### config.mk
export PLATFORM = sky130hd
export DESIGN_NAME = unidad_control
export DESIGN_NICKNAME = d
export VERILOG_FILES = /design/src/rtl/cpu_pkg.sv /design/src/rtl/decodificador_instr.sv /design/src/rtl/unidad_control.sv
export SDC_FILE = /design/constraint.sdc
export NUM_CORES = 1
export LEC_CHECK = 0
export CAP_MARGIN = 25
export CORE_MARGIN = 1
export CORE_UTILIZATION = 45
export DETAILED_ROUTE_END_ITERATION = 7
export HOLD_SLACK_MARGIN = 0.15
export PLACE_DENSITY = 0.79
export SYNTH_ARGS = -nofsm -noshare
export SYNTH_HDL_FRONTEND = slang
export SYNTH_SLANG_ARGS = --single-unit
### constraint.sdc
create_clock -name clk -period 2.1 [get_ports clk]
set_clock_uncertainty 0.15 [all_clocks]
set_input_delay 0.21 -clock clk [delete_from_list [all_inputs] [get_ports clk]]
set_output_delay 0.21 -clock clk [all_outputs]
set_load 0.02 [all_outputs]
### src/rtl/cpu_pkg.sv
// Shared definitions for the control unit: opcodes, FSM states, function-unit
// and shifter codes, flag positions and instruction field positions.
package cpu_pkg;

  typedef enum logic [3:0] {
    OP_NOP = 4'h0,
    OP_MOV = 4'h1,
    OP_ADD = 4'h2,
    OP_SUB = 4'h3,
    OP_AND = 4'h4,
    OP_OR  = 4'h5,
    OP_XOR = 4'h6,
    OP_NOT = 4'h7,
    OP_ADI = 4'h8,
    OP_LD  = 4'h9,
    OP_ST  = 4'hA,
    OP_SHL = 4'hB,
    OP_SHR = 4'hC,
    OP_BRZ = 4'hD,
    OP_JMP = 4'hE,
    OP_HLT = 4'hF
  } opcode_t;

  typedef enum logic [1:0] {
    FETCH   = 2'd0,
    DECODE  = 2'd1,
    EXECUTE = 2'd2,
    HALT    = 2'd3
  } state_t;

  localparam logic [3:0] G_PASS_A = 4'b0000;
  localparam logic [3:0] G_ADD    = 4'b0010;
  localparam logic [3:0] G_SUB    = 4'b0101;
  localparam logic [3:0] G_AND    = 4'b1000;
  localparam logic [3:0] G_OR     = 4'b1010;
  localparam logic [3:0] G_XOR    = 4'b1100;
  localparam logic [3:0] G_NOT    = 4'b1110;

  localparam logic [1:0] H_PASS = 2'b00;
  localparam logic [1:0] H_SHR  = 2'b01;
  localparam logic [1:0] H_SHL  = 2'b10;

  localparam int FLAG_V = 3;
  localparam int FLAG_C = 2;
  localparam int FLAG_N = 1;
  localparam int FLAG_Z = 0;

  localparam int OP_MSB  = 15;
  localparam int OP_LSB  = 12;
  localparam int DR_MSB  = 11;
  localparam int DR_LSB  = 10;
  localparam int SA_MSB  = 9;
  localparam int SA_LSB  = 8;
  localparam int SB_MSB  = 7;
  localparam int SB_LSB  = 6;
  localparam int TGT_MSB = 7;
  localparam int TGT_LSB = 0;

  function automatic logic [3:0] onehot4(input logic [1:0] idx);
    return 4'b0001 << idx;
  endfunction

endpackage

### src/rtl/decodificador_instr.sv
// Combinational instruction decoder: IR to datapath control-word fields plus
// the qualifiers the sequencer uses to gate strobes, flags and branches.
module decodificador_instr
  import cpu_pkg::*;
#(
  parameter int m = 4
) (
  input  logic [15:0]  ir,
  output logic [1:0]   sel_a,
  output logic [1:0]   sel_b,
  output logic [1:0]   sel_d,
  output logic [1:0]   sel_h,
  output logic [3:0]   sel_g,
  output logic         sel_mb,
  output logic         sel_md,
  output logic         sel_mf,
  output logic [m-1:0] constant,
  output logic [7:0]   target,
  output logic         writes_reg,
  output logic         writes_mem,
  output logic         updates_flags,
  output logic         is_brz,
  output logic         is_jmp,
  output logic         is_hlt
);

  opcode_t    op;
  logic [1:0] dr, sa, sb;

  assign op       = opcode_t'(ir[OP_MSB:OP_LSB]);
  assign dr       = ir[DR_MSB:DR_LSB];
  assign sa       = ir[SA_MSB:SA_LSB];
  assign sb       = ir[SB_MSB:SB_LSB];
  assign constant = ir[m-1:0];
  assign target   = ir[TGT_MSB:TGT_LSB];

  always_comb begin
    sel_a         = '0;
    sel_b         = '0;
    sel_d         = '0;
    sel_h         = H_PASS;
    sel_g         = G_PASS_A;
    sel_mb        = 1'b0;
    sel_md        = 1'b0;
    sel_mf        = 1'b0;
    writes_reg    = 1'b0;
    writes_mem    = 1'b0;
    updates_flags = 1'b0;
    is_brz        = 1'b0;
    is_jmp        = 1'b0;
    is_hlt        = 1'b0;
    unique case (op)
      OP_NOP: ;
      OP_MOV: begin
        sel_a = sa; sel_d = dr; sel_g = G_PASS_A;
        writes_reg = 1'b1; updates_flags = 1'b1;
      end
      OP_ADD, OP_SUB, OP_AND, OP_OR, OP_XOR: begin
        sel_a = sa; sel_b = sb; sel_d = dr;
        writes_reg = 1'b1; updates_flags = 1'b1;
        unique case (op)
          OP_ADD:  sel_g = G_ADD;
          OP_SUB:  sel_g = G_SUB;
          OP_AND:  sel_g = G_AND;
          OP_OR:   sel_g = G_OR;
          default: sel_g = G_XOR;
        endcase
      end
      OP_NOT: begin
        sel_a = sa; sel_d = dr; sel_g = G_NOT;
        writes_reg = 1'b1; updates_flags = 1'b1;
      end
      OP_ADI: begin
        sel_a = sa; sel_d = dr; sel_g = G_ADD; sel_mb = 1'b1;
        writes_reg = 1'b1; updates_flags = 1'b1;
      end
      OP_LD: begin
        sel_a = sa; sel_d = dr; sel_md = 1'b1;
        writes_reg = 1'b1;
      end
      OP_ST: begin
        sel_a = sa; sel_b = sb;
        writes_mem = 1'b1;
      end
      OP_SHL, OP_SHR: begin
        sel_b = sb; sel_d = dr; sel_mf = 1'b1;
        sel_h = (op == OP_SHL) ? H_SHL : H_SHR;
        writes_reg = 1'b1; updates_flags = 1'b1;
      end
      OP_BRZ: is_brz = 1'b1;
      OP_JMP: is_jmp = 1'b1;
      OP_HLT: is_hlt = 1'b1;
      default: ;
    endcase
  end

endmodule

### src/rtl/unidad_control.sv
// Multi-cycle control unit: FETCH/DECODE/EXECUTE sequencer with PC, IR and a
// latched flag register, driving the Procesador datapath control word.
module unidad_control
  import cpu_pkg::*;
#(
  parameter int m    = 4,
  parameter int PC_W = 8
) (
  input  logic            clk,
  input  logic            rst_n,
  output logic [PC_W-1:0] instr_addr,
  input  logic [15:0]     instr_data,
  input  logic [3:0]      Banderas,
  output logic [1:0]      Select_A,
  output logic [1:0]      Select_B,
  output logic [1:0]      Select_D,
  output logic [1:0]      Select_H,
  output logic [m-1:0]    Constant_in,
  output logic [3:0]      Select_G,
  output logic            Select_MB,
  output logic            Select_MD,
  output logic            Select_MF,
  output logic [3:0]      Enable_load,
  output logic            mem_we,
  output logic            halted
);

  state_t          state;
  logic [PC_W-1:0] pc_q;
  logic [15:0]     ir_q;
  logic [3:0]      flags_q;

  logic [7:0] target;
  logic       writes_reg, writes_mem, updates_flags;
  logic       is_brz, is_jmp, is_hlt;
  logic       in_execute;
  logic       take_branch;

  decodificador_instr #(.m(m)) u_dec (
    .ir            (ir_q),
    .sel_a         (Select_A),
    .sel_b         (Select_B),
    .sel_d         (Select_D),
    .sel_h         (Select_H),
    .sel_g         (Select_G),
    .sel_mb        (Select_MB),
    .sel_md        (Select_MD),
    .sel_mf        (Select_MF),
    .constant      (Constant_in),
    .target        (target),
    .writes_reg    (writes_reg),
    .writes_mem    (writes_mem),
    .updates_flags (updates_flags),
    .is_brz        (is_brz),
    .is_jmp        (is_jmp),
    .is_hlt        (is_hlt)
  );

  assign in_execute  = (state == EXECUTE);
  assign take_branch = is_jmp || (is_brz && flags_q[FLAG_Z]);

  always_ff @(posedge clk or negedge rst_n) begin
    if (!rst_n) begin
      state   <= FETCH;
      pc_q    <= '0;
      ir_q    <= '0;
      flags_q <= '0;
    end else begin
      unique case (state)
        FETCH: begin
          ir_q  <= instr_data;
          pc_q  <= pc_q + 1'b1;
          state <= DECODE;
        end
        DECODE: begin
          state <= is_hlt ? HALT : EXECUTE;
        end
        EXECUTE: begin
          if (updates_flags) flags_q <= Banderas;
          // Target is 8 bits wide; the cast truncates or zero-extends to PC_W.
          if (take_branch) pc_q <= PC_W'(target);
          state <= FETCH;
        end
        HALT: state <= HALT;
        default: state <= FETCH;
      endcase
    end
  end

  // Strobes derive from the async-reset state, so they drop as soon as reset asserts.
  assign Enable_load = (in_execute && writes_reg) ? onehot4(Select_D) : 4'b0000;
  assign mem_we      = in_execute && writes_mem;
  assign halted      = (state == HALT);
  assign instr_addr  = pc_q;

  // V, C and N are latched for completeness but no instruction consumes them yet.
  logic flags_unused;
  assign flags_unused = ^{flags_q[FLAG_V], flags_q[FLAG_C], flags_q[FLAG_N]};

endmodule

==> impl_metrics.env <==
export IMPL_status="finished, violations left"
export IMPL_violations="setup timing"
export IMPL_routed_wl_um=4170
export IMPL_ant_nets=0
export IMPL_p_int_uw=2320
export IMPL_crit_chain="buf_6 > nor4_4 > buf_4 > a21oi_2 > and2_4 > buf_6"
export IMPL_timing_final_crit_period_ns=2.15
export IMPL_syn_inst=156
export IMPL_area_growth_pct=45.4
export IMPL_worstSkewPairLatency_ns=0.33
export IMPL_dp_hpwl_um=2900
export IMPL_die_h_um=61.9
export IMPL_p_seq_share_pct=25.5
export IMPL_p_switching_uw=1890
export IMPL_seq_area_frac_synth_pct=41.8
export IMPL_cpPeakStageDelay_ns=0.46
export IMPL_power_density_nw_per_um2=1790
export IMPL_slew_headroom_pct=72.4
export IMPL_met1_usage_pct=31.0
export IMPL_route_detailed_drc=0
export IMPL_syn_nets=179
export IMPL_period_share_pct=102
export IMPL_cts_buffer_depth=2
export IMPL_rsz0062_at_grt="true"
export IMPL_worstHoldPathType="in2reg"
export IMPL_ir_worst_vdd_uv=1110
export IMPL_drt_iter0_drc=62
export IMPL_dp_cells=255
export IMPL_critPathTopFamily="simple AND/OR/NAND/NOR gates"
export IMPL_num_io_pins=55
export IMPL_end_kind="primary output"
export IMPL_combPwrFrac_pct=68.7
export IMPL_die_w_um=61.9
export IMPL_crit_type="reg2out"
export IMPL_cp_data_required_time_ns=1.74
export IMPL_fmax_mhz=465
export IMPL_post_drt_wl_per_cell_um=15.8
export IMPL_num_fill_cells=249
export IMPL_fin_cells=265
export IMPL_ys_flop_type="dfrtp_1"
export IMPL_maxCapViolCount=0
export IMPL_clk_pin_slew_ns=0.15
export IMPL_cp_max_fo=3
export IMPL_routed_via_density=5.47
export IMPL_overflow=0
export IMPL_synth_top_family_by_area="simple AND/OR/NAND/NOR gates"
export IMPL_dr_pass1_iters=4
export IMPL_grt_pass1_wl_um=6400
export IMPL_mostFrequentLayoutCell="clkdlybuf4s50_1"
export IMPL_grt_pass1_vias=1346
export IMPL_slew_violations=0
export IMPL_layout_drive_gt1_share_pct=36.5
export IMPL_layout_area_seq_um2=678
export IMPL_gp_congestion=0.822
export IMPL_yosys_warnings=0
export IMPL_synth_edff_count=0
export IMPL_p_leak_uw=0.00101
export IMPL_hold_viol_final=0
export IMPL_worstSetupStartpointType="register"
export IMPL_dieArea_um2=3840
export IMPL_met2_usage_pct=39.9
export IMPL_initial_utilization_pct=47.7
export IMPL_multiInputGateArea_um2=898
export IMPL_vias=1449
export IMPL_core_um2=3390
export IMPL_fin_area_um2=2350
export IMPL_tightest_slew_ns=0.415
export IMPL_synth_area_leaders="dfrtp_1 42%, mux2_2 12%, and2_1 3.1%"
export IMPL_synth_area_um2=1620
export IMPL_numCtsBuffers=3
export IMPL_grt_max_degree=28
export IMPL_power_uw=4220
export IMPL_final_cell_mix="31 x clkdlybuf4s50_1, 25 x dfrtp_1, 19 x buf_4"
export IMPL_grt_use_met3_pct=2.07
export IMPL_htreeDepth=1
export IMPL_synth_seq_cells=27
export IMPL_grt_antenna_before_repair=0
export IMPL_synth_simple_gate_area_share_pct=22.4
export IMPL_setup_slack_ns=-0.0493
export IMPL_placed_cell_area_um2=2230
export IMPL_layout_nets=243
export IMPL_grt_busiest_layer="met2"
export IMPL_cp_arrival_ns=1.79
export IMPL_crit_slowest_cell="dfrtp_2"
export IMPL_crit_top_cell="buf_6"
export IMPL_cts_root_buffer_cell="clkbuf_4"
export IMPL_synth_distinct_cells=46
export IMPL_rows=21
export IMPL_synth_compound_area_share_pct=14.9
export IMPL_path_buf_inv=3
export IMPL_yosys_area_top_type="dfrtp_1"
export IMPL_cts_tree="yes"
export IMPL_yosysTopAreaCellShare_pct=41.8
export IMPL_io_buffers=51
export IMPL_netSwitchingFraction_pct=44.9
export IMPL_numClockSinks=27
export IMPL_synth_fa_ha_area_share_pct=1.39
export IMPL_synth_avg_cell_area_um2=10.4
export IMPL_grt_use_total_pct=23.0
export IMPL_async_reset_ff_share_pct=100
export IMPL_worst_r2r_setup_slack_ns=0.24
export IMPL_setup_violations=7
export IMPL_diodes=0
export IMPL_synth_xor_area_share_pct=0.542
export IMPL_synth_mux_area_fraction_pct=13.2
export IMPL_clock_power_share_pct=5.7
-- stage by stage --
step	setup WS [ns]	TNS, ns	util, %	hold WS (ns)
4_1_cts	-0.0433	-0.142	67.6	0.278
3_3_place_gp	-0.0411	-0.0815	65.7	0.283
2_1_floorplan	0.161	0	-	-0.236
5_1_grt	-0.110	-0.803	69.4	0.278
6_report	-0.0493	-0.202	69.4	0.283
3_5_place_dp	-0.0952	-0.397	65.7	0.304
-- Yosys cell counts (2+ instances only) --
cell type	instances
dfrtp_1	27
mux2_2	17
nand2_1	9
nor2_1	9
a21oi_1	8
and2_1	8
buf_2	6
nand2b_1	5
nor3_1	5
a31oi_1	4
buf_4	4
clkbuf_1	4
o21ai_0	4
nand3_1	3
nand4_1	3
nor3b_1	3
a21oi_2	2
a22oi_1	2
a41o_1	2
and4_1	2
inv_1	2
nor2b_1	2
nor3b_2	2
-- path summary, 6_finish.rpt --
path	end	from	cells past startpoint
max	Select_A[1]	ir_q[15]	6
min	ir_q[6]	instr_data[6]	3
max reg2reg	flags_q[0]	ir_q[12]	5
min reg2reg	state[1]	state[0]	0
max in group asynchronous	ir_q[14]	rst_n	3
min in group asynchronous	ir_q[4]	rst_n	3
-- area by class of cell --
cell class | instances | share of cell area [%]
Inverter | 2 | 0.319
Tap cell | 46 | 2.45
Timing Repair Buffer | 74 | 28.9
Multi-Input combinational cell | 112 | 38.2
Sequential cell | 27 | 28.8
Clock buffer | 3 | 0.958
Clock inverter | 1 | 0.319
-- worst min-delay path, stage by stage --
cell and delay (ns):
clkdlybuf4s50_1 0.39, nand2_1 0.05, o21ai_0 0.07
-- cell families (layout without fill, tap and decap cells) --
| family | after synthesis | in the layout |
|---|---|---|
| adder cells (fa/ha/maj) | 2 | 2 |
| flip-flops | 27 | 27 |
| XOR/XNOR | 1 | 1 |
| AO/OA/AOI/OAI | 32 | 32 |
| AND/OR/NAND/NOR | 58 | 58 |
| multiplexers | 19 | 19 |
| buffers and inverters | 17 | 80 |
-- power by group through the flow --
stage | clock network [uW] | registers, uW | logic, uW
3_3_place_gp | 0 | 1040 | 2580
6_report | 241 | 1080 | 2900
5_1_grt | 262 | 1120 | 3110
2_1_floorplan | 0 | 1110 | 1590
4_1_cts | 250 | 1050 | 2710
3_5_place_dp | 0 | 1070 | 2630
-- sequential cells by signal, summed over array words and instances, names as in the netlist --
register and flops:
flags_q 1, ir_q 16, state 2, instr_addr 8
-- metal layers --
layer	share of wire (%)	routed length (um)	vias to the layer above
met5	0	0	-
met4	0.91	38	0
met3	3.7	155	4
met2	51	2150	42
met1	44	1830	716
li1	-	-	687
-- timing repair --
| action | 4_1_cts | 5_1_grt |
|---|---|---|
| resized for setup | 69 | 25 |
| setup endpoints to repair | 20 | 13 |
| buffers inserted | 4 | 1 |
| endpoints found under the hold margin | 27 | 0 |
| hold buffers | 1 | 0 |
| gates cloned | 0 | 0 |
| pin swaps | 4 | 8 |
Power figures use the tool's default switching activity.
